[config.mk]
export PLATFORM = sky130hd
export DESIGN_NAME = dmem_responder
export DESIGN_NICKNAME = d
export VERILOG_FILES = /design/src/rtl/dmem_responder_pkg.sv /design/src/rtl/dmem_array.sv /design/src/rtl/dmem_responder.sv
export SDC_FILE = /design/constraint.sdc
export NUM_CORES = 2
export LEC_CHECK = 0
export BUFFER_PORTS_ARGS = -buffer_cell sky130_fd_sc_hd__buf_2
export CAP_MARGIN = 20
export CORE_ASPECT_RATIO = 1.2
export CORE_MARGIN = 3
export CORE_UTILIZATION = 35
export DETAILED_ROUTE_END_ITERATION = 10
export GPL_ROUTABILITY_DRIVEN = 0
export PLACE_DENSITY = 0.62
export SETUP_SLACK_MARGIN = 0.02
export SLEW_MARGIN = 20
export SYNTH_ARGS = -nofsm -noshare
export SYNTH_HDL_FRONTEND = slang
export SYNTH_SLANG_ARGS = --single-unit
[constraint.sdc]
create_clock -name clk -period 3.95 [get_ports clk]
set_clock_uncertainty 0.2 [all_clocks]
set_input_delay 0.5925 -clock clk [delete_from_list [all_inputs] [get_ports clk]]
set_output_delay 0.5925 -clock clk [all_outputs]
set_load 0.01 [all_outputs]
[src/rtl/dmem_responder_pkg.sv]
// Shared types and helpers for the data-memory responder: FSM encoding,
// wait-counter width and the address legality check.
package dmem_responder_pkg;

    typedef enum logic [1:0] {
        ST_IDLE = 2'd0,
        ST_WAIT = 2'd1,
        ST_RESP = 2'd2
    } state_t;

    localparam int CNT_W = 4;

    // Word-aligned and inside the storage; the word index is addr[31:2].
    function automatic logic addr_ok(input logic [31:0] addr, input int depth);
        return (addr[1:0] == 2'b00) && ({2'b00, addr[31:2]} < $unsigned(depth));
    endfunction

endpackage

[src/rtl/dmem_array.sv]
// DEPTH x 32 word storage: one write port, one registered read port, no reset.
module dmem_array #(
    parameter int DEPTH = 64,
    parameter int AW    = $clog2(DEPTH)
) (
    input  logic          clk,
    input  logic          we,
    input  logic [AW-1:0] waddr,
    input  logic [31:0]   wdata,
    input  logic [AW-1:0] raddr,
    output logic [31:0]   rdata
);

    logic [31:0] mem [DEPTH];

    always_ff @(posedge clk) begin
        if (we) begin
            mem[waddr] <= wdata;
        end
        rdata <= mem[raddr];
    end

endmodule

[src/rtl/dmem_responder.sv]
// Memory-stage responder: captures a load/store, stalls the pipeline for WAIT
// cycles, executes the access on the edge into RESP and pulses MemReady.
module dmem_responder
    import dmem_responder_pkg::*;
#(
    parameter int DEPTH = 64,
    parameter int WAIT  = 2
) (
    input  logic        clk,
    input  logic        reset,
    input  logic        MemReqM,
    input  logic        MemWriteM,
    input  logic [31:0] ALUOutM,
    input  logic [31:0] WriteDataM,
    output logic [31:0] ReadData,
    output logic        MemReady,
    output logic        StallM,
    output logic        AddrErr
);

    localparam int AW = $clog2(DEPTH);

    state_t           state_reg, state_next;
    logic [CNT_W-1:0] cnt_reg, cnt_next;
    logic [31:0]      addr_reg, wdata_reg, rd_hold_reg;
    logic             write_reg, err_reg;

    logic             accept, exec, exec_ok, exec_write;
    logic [31:0]      exec_addr, exec_wdata, rdata;

    assign accept = (state_reg == ST_IDLE) && MemReqM;

    // With WAIT=0 the access executes on the accepting edge, so it must use
    // the live inputs instead of the (not yet loaded) capture registers.
    assign exec_addr  = (state_reg == ST_IDLE) ? ALUOutM    : addr_reg;
    assign exec_wdata = (state_reg == ST_IDLE) ? WriteDataM : wdata_reg;
    assign exec_write = (state_reg == ST_IDLE) ? MemWriteM  : write_reg;
    assign exec_ok    = addr_ok(exec_addr, DEPTH);
    assign exec       = !reset &&
                        (((state_reg == ST_WAIT) && (cnt_reg == CNT_W'(1))) ||
                         (accept && (WAIT == 0)));

    dmem_array #(.DEPTH(DEPTH), .AW(AW)) u_array (
        .clk   (clk),
        .we    (exec && exec_write && exec_ok),
        .waddr (exec_addr[AW+1:2]),
        .wdata (exec_wdata),
        .raddr (exec_addr[AW+1:2]),
        .rdata (rdata)
    );

    always_ff @(posedge clk or posedge reset) begin
        if (reset) begin
            state_reg   <= ST_IDLE;
            cnt_reg     <= '0;
            addr_reg    <= '0;
            wdata_reg   <= '0;
            write_reg   <= 1'b0;
            err_reg     <= 1'b0;
            rd_hold_reg <= '0;
        end else begin
            state_reg <= state_next;
            cnt_reg   <= cnt_next;
            if (accept) begin
                addr_reg  <= ALUOutM;
                wdata_reg <= WriteDataM;
                write_reg <= MemWriteM;
            end
            if (exec) begin
                err_reg <= !exec_ok;
            end
            if (state_reg == ST_RESP) begin
                rd_hold_reg <= ReadData;
            end
        end
    end

    always_comb begin
        state_next = state_reg;
        cnt_next   = cnt_reg;
        case (state_reg)
            ST_IDLE: begin
                if (MemReqM) begin
                    cnt_next   = CNT_W'(WAIT);
                    state_next = (WAIT > 0) ? ST_WAIT : ST_RESP;
                end
            end
            ST_WAIT: begin
                cnt_next = cnt_reg - CNT_W'(1);
                if (cnt_reg == CNT_W'(1)) begin
                    state_next = ST_RESP;
                end
            end
            ST_RESP: state_next = ST_IDLE;
            default: state_next = ST_IDLE;
        endcase
    end

    // Loads and errors present fresh data in RESP; a good store keeps the old value.
    always_comb begin
        MemReady = (state_reg == ST_RESP);
        AddrErr  = (state_reg == ST_RESP) && err_reg;
        StallM   = ((state_reg == ST_IDLE) && MemReqM) || (state_reg == ST_WAIT);
        ReadData = rd_hold_reg;
        if (state_reg == ST_RESP) begin
            if (err_reg) begin
                ReadData = '0;
            end else if (!write_reg) begin
                ReadData = rdata;
            end
        end
    end

endmodule

======== Word-level counts from Yosys, hierarchy flattened ========
Memories as Yosys holds them, arrays and structs flattened. A register that Yosys moved wholly into a read port is not among the register bits.
Cells that the tools add are included.
word-level totals
  RAM bits ................................ 2048
  input port bits ......................... 68
  logic and storage cells ................. 43
  output and inout bits ................... 35
  register bits ........................... 104
  memories kept ........................... 1
memory list
  memory       words  width  rd ports  clocked after Yosys merged registers in  write ports  RTL line          text
  u_array.mem  64     32     1         1                                        1            dmem_array.sv:14  logic [31:0] mem [DEPTH];
cells by class
  muxes and demuxes ....................... 13
  reduce and logical (&&, ||, !) cells .... 15
  magnitude comparators ................... 1
  add/subtract/negate cells ............... 1
  eq/ne operators ......................... 5
operators with widths
  operator                                                                  number
  32-bit two-way mux                                                        5
  30-bit by 7-bit < comparator with 1-bit output (second input constant)    1
  4-bit one-hot mux with 2 select lines                                     1
  1-bit logical AND                                                         7
  4-bit by 1-bit == test with 1-bit output (second input constant)          1
  2-bit logical NOT                                                         2
  2-bit two-way mux                                                         2
  4-bit two-way mux                                                         1
  2-bit one-hot mux with 2 select lines                                     1
  2-bit AND reduction                                                       2
  4-bit by 1-bit subtractor with 4-bit output (second input constant)       1
  1-bit two-way mux                                                         3
  2-bit by 1-bit == test with 1-bit output (second input constant)          1
  2-bit == test (second input constant)                                     1
  1-bit logical NOT                                                         2
  2-bit by 1-bit inequality test with 1-bit output (second input constant)  1
  2-bit inequality test (second input constant)                             1
  2-bit nonzero test                                                        1
  1-bit logical OR                                                          1

======== Logic depth before layout (Yosys ltp) ========
  depth after elaboration ................. 7
  depth in mapped cells ................... 12
  depth with buffers taken out ............ 7

======== By module ========
Synthesis repeated with hierarchy kept, for this count alone.
second synthesis, totals
  cell total of the unflattened synthesis .. 3872
  area, all modules ....................... 83336.2 sq um
by module, submodules not included
  module          cells each  instances  area each (sq um)  seq. area each (sq um)
  dmem_array      3324        1          78515.3            62139.6
  dmem_responder  548         1          4820.9             2602.5

======== Worst setup path after synthesis ========
No wires, ideal clock.
  path kind ............................... input to register
  from .................................... input port reset
  to ...................................... memory u_array.mem[11][0], enable pin
  path slack .............................. -2.033 ns
  path buffers ............................ 2
  setup time .............................. 0.421 ns
  data required time ...................... 3.329 ns
  cell stages on the path ................. 7
  arrival time ............................ 5.362 ns
  path through ............................ inv_1 and3_1 and3_1 buf_2 or3b_1 buf_2 nor2_1
on the way
  longest elaborated chain between the ends .. 6
RTL lines
  item                                     RTL line              text
  start, declared                          dmem_responder.sv:10  input logic reset,
  1-bit logical NOT (no line)              --
  1-bit logical AND                        dmem_responder.sv:39  assign exec = !reset &&
  1-bit logical AND (2 in series)          dmem_responder.sv:45  .we (exec && exec_write && exec_ok),
  1-bit two-way mux                        dmem_array.sv:17      if (we) begin
  1-bit two-way mux (implied by the code)  dmem_array.sv:18      mem[waddr] <= wdata;
  end, declared                            dmem_array.sv:14
No other way between the ends.

======== Worst setup path after layout ========
  from .................................... register state_reg[0]
  to ...................................... register u_array.rdata[22], read port of u_array.mem
on the way
  longest elaborated chain between the ends .. 2
RTL lines
  item                    RTL line              text
  start, declared         dmem_responder.sv:23  state_t state_reg, state_next;
  start signal, assigned  dmem_responder.sv:62  state_reg <= state_next;
  2-bit logical NOT       dmem_responder.sv:35  assign exec_addr = (state_reg == ST_IDLE) ? ALUOutM : addr_reg;
  32-bit two-way mux      dmem_responder.sv:35
  end, declared           dmem_array.sv:11      output logic [31:0] rdata
No other way between the ends.
A chain may end at the register's enable or synchronous reset.

==> out/summary.txt <==
htree depth: 4
io pins: 103
Mapped Avg Cell Area: 17.1 um^2
max FFs per register: 2,048
clock root buffer: clkbuf_16
GR peak layer: met2
drc violations: 0
max incr delay on CP: 0.84 ns
Hold Path Class: input port to register
final setup vio count: 0
Synth Net Count: 4,823
Worst Path Max Fanout: 44
crit share post-route: 99.3%
Layout area overhead: 17.9%
maximum number of pins on one net before global-route repair: 92
Reg with most FFs: u_array.mem
Final Util: 41.6%
Final min period: 3.92 ns
CORE AREA: 231,000 um^2
VDD IR max: 0.776 mV
Worst setup SP type: register
share of layout cells above drive strength 1: 18.0%
Max clock buf depth: 3
first-pass GRT wire length: 355 mm
post-synthesis instance area: 81,400 um^2
TNS Setup: 0 ns
vias per inst: 5.91
maxcap violations: 0
Iteration-0 DRC Markers: 7,840
FF+latch count, synth: 2,184
final global-route overflow total: 0
Multi-input gate area: 15,900 um^2
Buffers on Ports: 102
Seq. cell area: 64,700 um^2
First-pass DRT Iterations: 8
Yosys warning total: 0
initial core utilization: 35.3%
DP HPWL: 152 mm
WHS: 0.153 ns
CTS tree: yes
GR Layer Usage met1: 27.0%
nets@finish: 5,252
full die area: 238,000 um^2
register area share after synthesis: 79.5%
TritonCTS Sinks: 2,184
Main synth FF type: edfxtp_1
commonest non-fill, non-tap cell in the layout: edfxtp_1
non-filler instance count after layout: 8,362
status: complete, no violations
fmax: 0.255 GHz
power per cell area: 732 nW/um^2
Clk Latency, worst-skew pair: 0.84 ns
CTS buffer count: 187
Core Rows: 193
cells along the critical path: buf_4 -> o211ai_4 -> o22ai_4 -> buf_12 -> buf_12 -> buf_4 -> a22o_1 -> a221oi_1 -> a31oi_1 -> nor4_1 -> nand2_1
met3 GRT Util: 3.58%
leak pwr: 30.5 nW
commonest non-fill, non-tap cells in the layout: edfxtp_1, a22oi_1, nand2_1, buf_4, clkbuf_16
Routed WL: 254 mm
met2 usage in global routing: 33.4%
Clock transition at path regs: 0.06 ns
Slowest-stage cell, CP: nor4_1
Worst Setup End Kind: register
CP arrival: 4.40 ns
die height: 534 um
die span in x: 446 um
Yosys cell types: 63
routed vias: 49,388
initial antenna violation count: 14
Worst Max-Slew Pin Slew: 1.27 ns
vias in the first global route: 47,473
Post-synth ARST share: 4.76%
relative slew slack: 14.5%
GRT Total Usage: 20.6%
Req. time, crit path: 4.43 ns
fillers: 20,198
Max Slew Vio Count: 0
Post-synth EDFFs: 2,048
Syn Inst Count: 4,753
DR WL/cell: 30.4 um
Antenna Nets Post-Route: 0
Final Hold Vio Count: 0
Inst Count DP: 7,950
Power Total: 70.3 mW
RSZ-0062 raised after global routing: no
critical path type: register to register
==> through the flow <==
| step | worst slack, ns | area [um^2] |
|---|---|---|
| global placement | -0.343 | 89300 |
| CTS | 0.0732 | 96000 |
| detailed placement | -0.321 | 89300 |
| floorplan | -0.207 | 81700 |
| finish | 0.0285 | 96000 |
| global route | 0.0260 | 96000 |
==> final cells by class <==
| class | instances | share of cell area [%] |
|---|---|---|
| multi-input combinational | 2244 | 16.6 |
| inverter | 4 | 0.0195 |
| clock buffer | 252 | 5.36 |
| antenna | 3 | 0.00782 |
| sequential | 2184 | 67.4 |
| timing repair buffer | 561 | 5.78 |
| tap | 3022 | 3.94 |
| clock inverter | 92 | 0.910 |
==> final timing paths <==
check / start / to / slack [ns] / depth (start not counted)
min: ALUOutM[4] / addr_reg[4] / 0.15 / 4
max in group asynchronous: reset / state_reg[1] / 1.76 / 5
min in group asynchronous: reset / rd_hold_reg[2] / 0.36 / 4
max: state_reg[0] / u_array.rdata[22] / 0.03 / 11
max reg2reg: state_reg[0] / u_array.rdata[22] / 0.03 / 11
min reg2reg: wdata_reg[3] / wdata_reg[3] / 0.28 / 2
==> power by group <==
part / switching, mW / internal [mW] / total [mW]
clock network: 8.20 / 10.1 / 18.3
registers: 0.570 / 30.0 / 30.5
logic: 15.5 / 5.90 / 21.4
total: 24.3 / 46.0 / 70.3
==> per-layer routing <==
layer / routed length [um] / part of all wire, %
met2: 120000 / 47
met1: 94600 / 37
met5: 0 / 0
met4: 13300 / 5.2
met3: 25600 / 10
==> cell usage after synthesis, types with 3 or more instances <==
cell type  number  area (um^2)
or3b_1          3         26.3
a31oi_1       175         1090
nor2b_1         5         31.3
a221oi_1      159         1390
inv_1           4         15.0
nor3_1          5         25.0
buf_1          32          120
dfxtp_1        32          641
mux2i_1        85          851
nor4_1         49          307
and2_1          3         18.8
a222oi_1       70          701
nand4_1        29          181
a221o_1        21          210
buf_6           9          101
a22o_1        174         1520
and3_1         53          332
a31o_1          5         43.8
a21oi_1       107          536
o2111ai_1       5         43.8
nor2_1        107          402
a22oi_1       486         3650
edfxtp_1     2048        61500
nand2_1       427         1600
o2bb2ai_1       3         26.3
nand3_1        51          255
o22a_1          3         26.3
o21ai_0        74          370
a211oi_1       22          165
mux2_2         34          383
a31o_2         20          175
nor2_2          3         18.8
nand2b_1        9         56.3
buf_2         131          656
a41o_1          3         30.0
a221oi_2       19          285
dfrtp_1       104         2600
a2bb2oi_1       3         26.3
nand3b_1        4         30.0
buf_4          19          143
clkbuf_1      130          488
==> critical path, delay by kind of cell, from the launching register on <==
| family | cells | cell delay [ns] |
|---|---|---|
| DFF | 1 | 0.49 |
| and+or+nand+nor | 2 | 0.95 |
| buffers and inverters | 4 | 0.85 |
| AOI/OAI and AO/OA | 5 | 1.26 |
==> cell families after synthesis <==
kind of cell / count (synthesis) / synth area share [%]
flops: 2184 / 79.5
buf+inv: 325 / 1.87
fa+ha+maj: 2 / 0.0307
compound gates: 1367 / 12.9
mux: 119 / 1.52
simple gates: 756 / 4.11
==> timing repair <==
action | in CTS | in global routing
gates resized for setup | 6 | 2
hold buffers | 65 | 0
gates cloned | 0 | 0
buffers inserted | 0 | 0
endpoints found under the hold margin | 93 | 0
endpoints found under the setup margin | 20 | 3
Power figures use the tool's default switching activity.
